## config.mk

```make
export PLATFORM = sky130hd
export DESIGN_NAME = fetch_sequencer_flat
export DESIGN_NICKNAME = d
export VERILOG_FILES = /design/src/rtl/fetch_sequencer_if.sv /design/src/rtl/fetch_sequencer.sv /design/src/flat_wrapper.sv
export SDC_FILE = /design/constraint.sdc
export NUM_CORES = 1
export LEC_CHECK = 0
export BUFFER_PORTS_ARGS = -buffer_cell sky130_fd_sc_hd__buf_2
export CAP_MARGIN = 20
export CORE_ASPECT_RATIO = 0.7
export CORE_MARGIN = 2
export CORE_UTILIZATION = 57
export DETAILED_ROUTE_END_ITERATION = 10
export PLACE_DENSITY = 0.86
export SYNTH_ARGS = -nofsm -noshare
export SYNTH_HDL_FRONTEND = slang
export SYNTH_SLANG_ARGS = --single-unit
export TNS_END_PERCENT = 100
```

## constraint.sdc

```tcl
create_clock -name clk -period 4.25 [get_ports clk]
set_clock_uncertainty 0.05 [all_clocks]
set_input_delay 0.2125 -clock clk [delete_from_list [all_inputs] [get_ports clk]]
set_output_delay 0.2125 -clock clk [all_outputs]
set_load 0.01 [all_outputs]
```

## src/rtl/fetch_sequencer_if.sv

```systemverilog
// Memory-side bus of the fetch sequencer: registered address/strobe out,
// completion flag and read data back.
interface fetch_sequencer_if #(
  parameter int ADDR_W = 32,
  parameter int DATA_W = 32
);
  logic [ADDR_W-1:0] mem_addr;
  logic              mem_enable;
  logic              mem_rw;
  logic              MOC;
  logic [DATA_W-1:0] mem_data;

  modport master (
    output mem_addr, mem_enable, mem_rw,
    input  MOC, mem_data
  );

  modport slave (
    input  mem_addr, mem_enable, mem_rw,
    output MOC, mem_data
  );
endinterface

```

## src/rtl/fetch_sequencer.sv

```systemverilog
// Instruction fetch sequencer: IDLE -> ADDR -> WAIT -> DONE per fetch, with
// redirect handling, alignment checking and a WAIT-cycle timeout fault.
module fetch_sequencer #(
  parameter int                ADDR_W       = 32,
  parameter int                DATA_W       = 32,
  parameter logic [ADDR_W-1:0] RESET_VECTOR = '0,
  parameter int                PC_STEP      = 4,
  parameter int                TIMEOUT      = 15
) (
  input  logic                   clk,
  input  logic                   reset,
  input  logic                   fetch_req,
  input  logic                   stall,
  input  logic                   redirect_valid,
  input  logic [ADDR_W-1:0]      redirect_target,
  fetch_sequencer_if.master      mem,
  output logic [DATA_W-1:0]      ir,
  output logic                   ir_valid,
  output logic [ADDR_W-1:0]      pc,
  output logic [ADDR_W-1:0]      npc,
  output logic                   busy,
  output logic                   fault
);

  localparam int                CNT_W     = (TIMEOUT < 2) ? 1 : $clog2(TIMEOUT + 1);
  localparam logic [ADDR_W-1:0] STEP_MASK = ADDR_W'(PC_STEP - 1);
  localparam logic [ADDR_W-1:0] STEP      = ADDR_W'(PC_STEP);

  typedef enum logic [2:0] {
    S_IDLE,
    S_ADDR,
    S_WAIT,
    S_DONE,
    S_FAULT
  } state_t;

  state_t            state_q, state_d;
  logic [ADDR_W-1:0] pc_q, pc_d;
  logic [ADDR_W-1:0] npc_q, npc_d;
  logic [ADDR_W-1:0] mar_q, mar_d;
  logic              men_q, men_d;
  logic [DATA_W-1:0] ir_q, ir_d;
  logic              irv_q, irv_d;
  logic              fault_q, fault_d;
  logic              pend_q, pend_d;
  logic [ADDR_W-1:0] pend_tgt_q, pend_tgt_d;
  logic [CNT_W-1:0]  cnt_q, cnt_d;
  logic              misaligned;

  assign misaligned = (redirect_target & STEP_MASK) != '0;

  always_ff @(posedge clk) begin
    if (reset) begin
      state_q    <= S_IDLE;
      pc_q       <= RESET_VECTOR;
      npc_q      <= RESET_VECTOR;
      mar_q      <= '0;
      men_q      <= 1'b0;
      ir_q       <= '0;
      irv_q      <= 1'b0;
      fault_q    <= 1'b0;
      pend_q     <= 1'b0;
      pend_tgt_q <= '0;
      cnt_q      <= '0;
    end else begin
      state_q    <= state_d;
      pc_q       <= pc_d;
      npc_q      <= npc_d;
      mar_q      <= mar_d;
      men_q      <= men_d;
      ir_q       <= ir_d;
      irv_q      <= irv_d;
      fault_q    <= fault_d;
      pend_q     <= pend_d;
      pend_tgt_q <= pend_tgt_d;
      cnt_q      <= cnt_d;
    end
  end

  always_comb begin
    state_d    = state_q;
    pc_d       = pc_q;
    npc_d      = npc_q;
    mar_d      = mar_q;
    men_d      = men_q;
    ir_d       = ir_q;
    irv_d      = irv_q;
    fault_d    = fault_q;
    pend_d     = pend_q;
    pend_tgt_d = pend_tgt_q;
    cnt_d      = cnt_q;

    unique case (state_q)
      S_IDLE: begin
        if (redirect_valid) begin
          if (misaligned) begin
            fault_d = 1'b1;
            state_d = S_FAULT;
          end else begin
            pc_d = redirect_target;
          end
        end else if (fetch_req && !stall) begin
          mar_d   = pc_q;
          state_d = S_ADDR;
        end
      end

      S_ADDR: begin
        men_d   = 1'b1;
        cnt_d   = '0;
        state_d = S_WAIT;
        if (redirect_valid) begin
          if (misaligned) begin
            men_d   = 1'b0;
            fault_d = 1'b1;
            state_d = S_FAULT;
          end else begin
            pend_d     = 1'b1;
            pend_tgt_d = redirect_target;
          end
        end
      end

      S_WAIT: begin
        if (redirect_valid && misaligned) begin
          men_d   = 1'b0;
          fault_d = 1'b1;
          state_d = S_FAULT;
        end else if (mem.MOC) begin
          // A redirect arriving with MOC wins over an older pending one.
          men_d   = 1'b0;
          pend_d  = 1'b0;
          state_d = S_DONE;
          if (redirect_valid) begin
            pc_d = redirect_target;
          end else if (pend_q) begin
            pc_d = pend_tgt_q;
          end else begin
            ir_d  = mem.mem_data;
            pc_d  = pc_q + STEP;
            npc_d = pc_q + STEP;
            irv_d = 1'b1;
          end
        end else begin
          if (redirect_valid) begin
            pend_d     = 1'b1;
            pend_tgt_d = redirect_target;
          end
          if (cnt_q == CNT_W'(TIMEOUT - 1)) begin
            men_d   = 1'b0;
            fault_d = 1'b1;
            state_d = S_FAULT;
          end else begin
            cnt_d = cnt_q + 1'b1;
          end
        end
      end

      S_DONE: begin
        irv_d   = 1'b0;
        state_d = S_IDLE;
        if (redirect_valid) begin
          if (misaligned) begin
            fault_d = 1'b1;
            state_d = S_FAULT;
          end else begin
            pc_d = redirect_target;
          end
        end
      end

      S_FAULT: begin
        men_d = 1'b0;
        irv_d = 1'b0;
      end

      default: state_d = S_FAULT;
    endcase
  end

  assign mem.mem_addr   = mar_q;
  assign mem.mem_enable = men_q;
  assign mem.mem_rw     = 1'b0;
  assign ir             = ir_q;
  assign ir_valid       = irv_q;
  assign pc             = pc_q;
  assign npc            = npc_q;
  assign fault          = fault_q;
  assign busy           = state_q != S_IDLE;

endmodule

```

## src/flat_wrapper.sv

```systemverilog
// flat-port wrapper written by rule: the top's interface ports become plain ports
module fetch_sequencer_flat 
#(
  parameter int                ADDR_W       = 32,
  parameter int                DATA_W       = 32,
  parameter logic [ADDR_W-1:0] RESET_VECTOR = '0,
  parameter int                PC_STEP      = 4,
  parameter int                TIMEOUT      = 15
)
  (clk, reset, fetch_req, stall, redirect_valid, redirect_target, ir, ir_valid, pc, npc, busy, fault, mem_mem_addr, mem_mem_enable, mem_mem_rw, mem_MOC, mem_mem_data);
  fetch_sequencer_if #(.ADDR_W(ADDR_W), .DATA_W(DATA_W)) mem_i ();
  input  logic clk;
  input  logic reset;
  input  logic fetch_req;
  input  logic stall;
  input  logic redirect_valid;
  input  logic [ADDR_W-1:0] redirect_target;
  output logic [DATA_W-1:0] ir;
  output logic ir_valid;
  output logic [ADDR_W-1:0] pc;
  output logic [ADDR_W-1:0] npc;
  output logic busy;
  output logic fault;
  output wire logic [$bits(mem_i.mem_addr)-1:0] mem_mem_addr;
  output wire logic [$bits(mem_i.mem_enable)-1:0] mem_mem_enable;
  output wire logic [$bits(mem_i.mem_rw)-1:0] mem_mem_rw;
  input wire logic [$bits(mem_i.MOC)-1:0] mem_MOC;
  input wire logic [$bits(mem_i.mem_data)-1:0] mem_mem_data;
  assign mem_mem_addr = mem_i.mem_addr;
  assign mem_mem_enable = mem_i.mem_enable;
  assign mem_mem_rw = mem_i.mem_rw;
  assign mem_i.MOC = mem_MOC;
  assign mem_i.mem_data = mem_mem_data;
  fetch_sequencer #(.ADDR_W(ADDR_W), .DATA_W(DATA_W), .RESET_VECTOR(RESET_VECTOR), .PC_STEP(PC_STEP), .TIMEOUT(TIMEOUT)) u_core (.clk(clk), .reset(reset), .fetch_req(fetch_req), .stall(stall), .redirect_valid(redirect_valid), .redirect_target(redirect_target), .mem(mem_i), .ir(ir), .ir_valid(ir_valid), .pc(pc), .npc(npc), .busy(busy), .fault(fault));
endmodule
```

==> impl_summary.md <==
Run status
The run finished with clean final reports.

Detailed routing
Summed over all layers, the routed wires come to between 20000 and 25000 um. The wire length per cell is between 15 and 20 um. For this block, the via count after detailed routing is ~8000.

After detailed routing, the number of vias per cell comes to just under 6. The number of DRC markers in iteration 0 is between 700 and 800. Once detail routing completed, the nets flagged for antenna violations numbered 0. The total DRC errors in the routed layout is 0.

The total iterations of the first detailed-routing run is 5.

Finish
The library cells used most frequently in the layout, excluding fill and tap cells, are sky130_fd_sc_hd__nand2_1 (242), sky130_fd_sc_hd__buf_2 (200), sky130_fd_sc_hd__dfxtp_1 (171). The number of antenna diodes in the final layout is 0. The multi-input logic area is approximately 3700 um2. The area of all sequential standard cells is between 3000 and 4000 um2.

The filler cells instantiated in the layout total a little under 1000. After the last flow step, the layout net total stands at around 1200. The area growth from synthesis to layout is 27.8%.

The filler-free cell count of the finished design is approximately 1400. The most common cell after layout, fill and taps aside is sky130_fd_sc_hd__nand2_1. The share of cells above drive strength 1 is 0.217.

STA
The count of endpoints failing hold in the final timing report is 0. In this run the tightest slew margin relative to its limit is 0.319. Setup violations remaining at the end of the flow were counted as 0. The setup total negative slack is 0 ns. Setup repair after global routing left no endpoint under its margin.

The shortest clock period the worst path allows after layout is around 2.9 ns. The count of final max-slew check failures came to 0. The final hold slack is around 0.012 ns. The transition time at the pin with the least slew margin is roughly 1.0 ns. The fmax is between 300 and 400 MHz. The ratio of final minimum period to clock period is 0.684.

Min path
The worst hold path belongs to the class primary input to register. The instance count along the most critical hold path is 2.

Place
The number of buffers added on ports is around 200. After detailed placement, the design holds a cell count of ~1300. The routability congestion estimate from global placement is slightly below 0.9. The total half-perimeter wirelength after legalization and detailed placement is between 10000 and 15000 um.

Clock network
Clock-pin slew was measured on the worst setup and hold paths at approximately 0.07 ns. In this run the post-CTS setup repair buffer count came out at 0. TritonCTS built the clock tree. Counting every sink on the clock net gives 171. The count of cells resized by post-cts repair is 0. The clock tree synthesis step divided the H-tree into 4 levels. TritonCTS created 17 clock buffers. Hold repair after CTS inserted 51 buffers. The largest buffer count on any clock path is 2. CTS placed an instance of sky130_fd_sc_hd__clkbuf_16 at the clock tree root. Clock latency on the worst-skew pair, taken at its later pin, is approximately 0.42 ns.

Floorplanning
For this design the top-level I/O count stands at between 200 and 250. Measured along the y axis, the die boundary spans ~100 um. From left edge to right edge, the die measures ~140 um. The placeable core area is 13100 um2. The initial standard-cell utilization of the core is 0.579. The floorplan die area is around 14000 um2. In this run the core area contains 35 standard-cell rows.

Worst setup path
The startpoint-to-endpoint class of the critical path is register to register. Of all nets on the critical path, the largest fanout is 50. Data on the critical path is required at its endpoint by between 4 and 5 ns. Data on the critical path arrives at its endpoint at around 3.2 ns. The register-to-register setup slack is 1.34 ns. The worst setup path is launched from a register. STA classifies the critical path endpoint as a register. The number of cells on the worst reg-to-reg path is 4.

Global route
The remaining global-route overflow is 0. The pin count of the biggest net entering global routing is 94. The number of antenna violations at the first check in global routing came to 0. The global-route wire length before repair is 35800 um. The total routing usage reported by global routing is 0.315. The number of global-route vias before repair is around 7000.

Yosys
Sorting the synthesized cells by area gives the leading types as sky130_fd_sc_hd__dfxtp_1 (45%), sky130_fd_sc_hd__nand2_1 (12%), sky130_fd_sc_hd__a21oi_1 (10%). Counting every net in the synthesized netlist gives between 1000 and 1500. Yosys printed 0 warnings. The post-synthesis cell area is 7550 um2. The predominant post-synthesis flop cell is sky130_fd_sc_hd__dfxtp_1. The number of instances in the synthesized netlist is 972.

The post-synthesis sequential element count is around 170. The area share of the largest cell type after synthesis is 0.453. The number of different library cells in the post-synthesis netlist is 65.

The synthesized area divided by synthesized cell count is slightly below 8 um2. The synthesized design spends more area on one cell type than any other, namely sky130_fd_sc_hd__dfxtp_1. The post-synthesis async set-or-reset flop share is 0. The sequential fraction of the synthesis area is 0.453. The number of enable flip-flop cells after synthesis is 0.

Pwr
The worst ir drop on vdd is around 0.37 mV. For this design the static power due to leakage is 3.79 nW. The power density over the cells is 373 nW/um2.

Job
Across the run, the number of max-cap violations was 0.
[cell type report]
type,count,share of cell area
clock buffers,17,0.0441
clock inverters,14,0.0167
inverters,24,0.00933
multi-input cells,698,0.383
flip-flops and latches,171,0.355
well taps,166,0.0215
repair buffers,263,0.171
[kinds of logic (layout without fill, tap and decap cells)]
logic type,after synthesis,after routing,share of synthesized area
buf+inv,103,318,0.0575
compound gates,262,262,0.209
mux,4,4,0.00547
other cells,1,1,0.000497
fa+ha+maj,3,3,0.00497
xor+xnor,27,27,0.0313
flops,171,171,0.453
simple gates,401,401,0.238
[routing by layer]
layer,global-route usage,share of wire,up-vias,routed length [um]
li1,-,-,3762,-
met1,0.404,0.42,3635,9590
met2,0.521,0.47,435,10800
met3,0.0864,0.10,41,2320
met4,0.100,0.017,0,396
met5,0,0,-,0
[synth_stat cells (4+ instances only)]
cell                         n
sky130_fd_sc_hd__o31a_1      9
sky130_fd_sc_hd__nor3_1     20
sky130_fd_sc_hd__nand2_1   242
sky130_fd_sc_hd__nand4_1    11
sky130_fd_sc_hd__or3_1       4
sky130_fd_sc_hd__xnor2_1    18
sky130_fd_sc_hd__dfxtp_1   171
sky130_fd_sc_hd__nand3_1    22
sky130_fd_sc_hd__nor2_1     55
sky130_fd_sc_hd__a211oi_1   35
sky130_fd_sc_hd__xor2_1      9
sky130_fd_sc_hd__and3_1      7
sky130_fd_sc_hd__nand3b_1    4
sky130_fd_sc_hd__o32ai_1     9
sky130_fd_sc_hd__o21ai_0    22
sky130_fd_sc_hd__o211ai_1    6
sky130_fd_sc_hd__inv_1      22
sky130_fd_sc_hd__and4_1      4
sky130_fd_sc_hd__clkbuf_1   57
sky130_fd_sc_hd__a21oi_1   151
sky130_fd_sc_hd__nor4_1      5
sky130_fd_sc_hd__nand2b_1    9
sky130_fd_sc_hd__buf_2      11
[where the power goes]
part | switching (mW) | internal (mW)
logic | 0.212 | 0.145
clock network | 0.682 | 0.879
registers | 0.0491 | 1.63
[state kept, by name (all words and copies together), names as in the netlist]
signal	cells
u_core.ir	32
u_core.pend_q	1
u_core.state_q	3
u_core.cnt_q	4
u_core.pend_tgt_q	32
u_core.npc	32
u_core.pc	32
u_core.mem.mem_enable	1
u_core.mem.mem_addr	32
u_core.fault	1
u_core.ir_valid	1
[per-stage QoR]
step	power, mW	util	setup WS (ns)	instance area (um2)
floorplan	1.90	-	2.10	7550
detailed placement	2.02	0.650	1.38	8490
finish	3.60	0.740	1.34	9660
global route	3.72	0.740	1.19	9660
global placement	2.01	0.650	1.43	8490
CTS	3.59	0.735	1.34	9590
[final timing paths]
path / start / to
setup / recovery: u_core.state_q[1]$_SDFFE_PP0P_ / u_core.pc[30]$_SDFFE_PP0P_
hold reg to reg: u_core.pend_tgt_q[29]$_SDFFE_PP0P_ / u_core.pend_tgt_q[29]$_SDFFE_PP0P_
hold / removal: mem_MOC / u_core.pend_q$_SDFFE_PP0P_
setup reg to reg: u_core.state_q[1]$_SDFFE_PP0P_ / u_core.pc[30]$_SDFFE_PP0P_
[critical path, stage by stage (launching register included)]
cell and delay [ns]:
sky130_fd_sc_hd__dfxtp_1 0.62, sky130_fd_sc_hd__or3b_1 0.51, sky130_fd_sc_hd__or3_2 0.87, sky130_fd_sc_hd__or4_1 0.65, sky130_fd_sc_hd__o2111ai_1 0.11
Note: power is estimated with default switching activity, not from simulation.
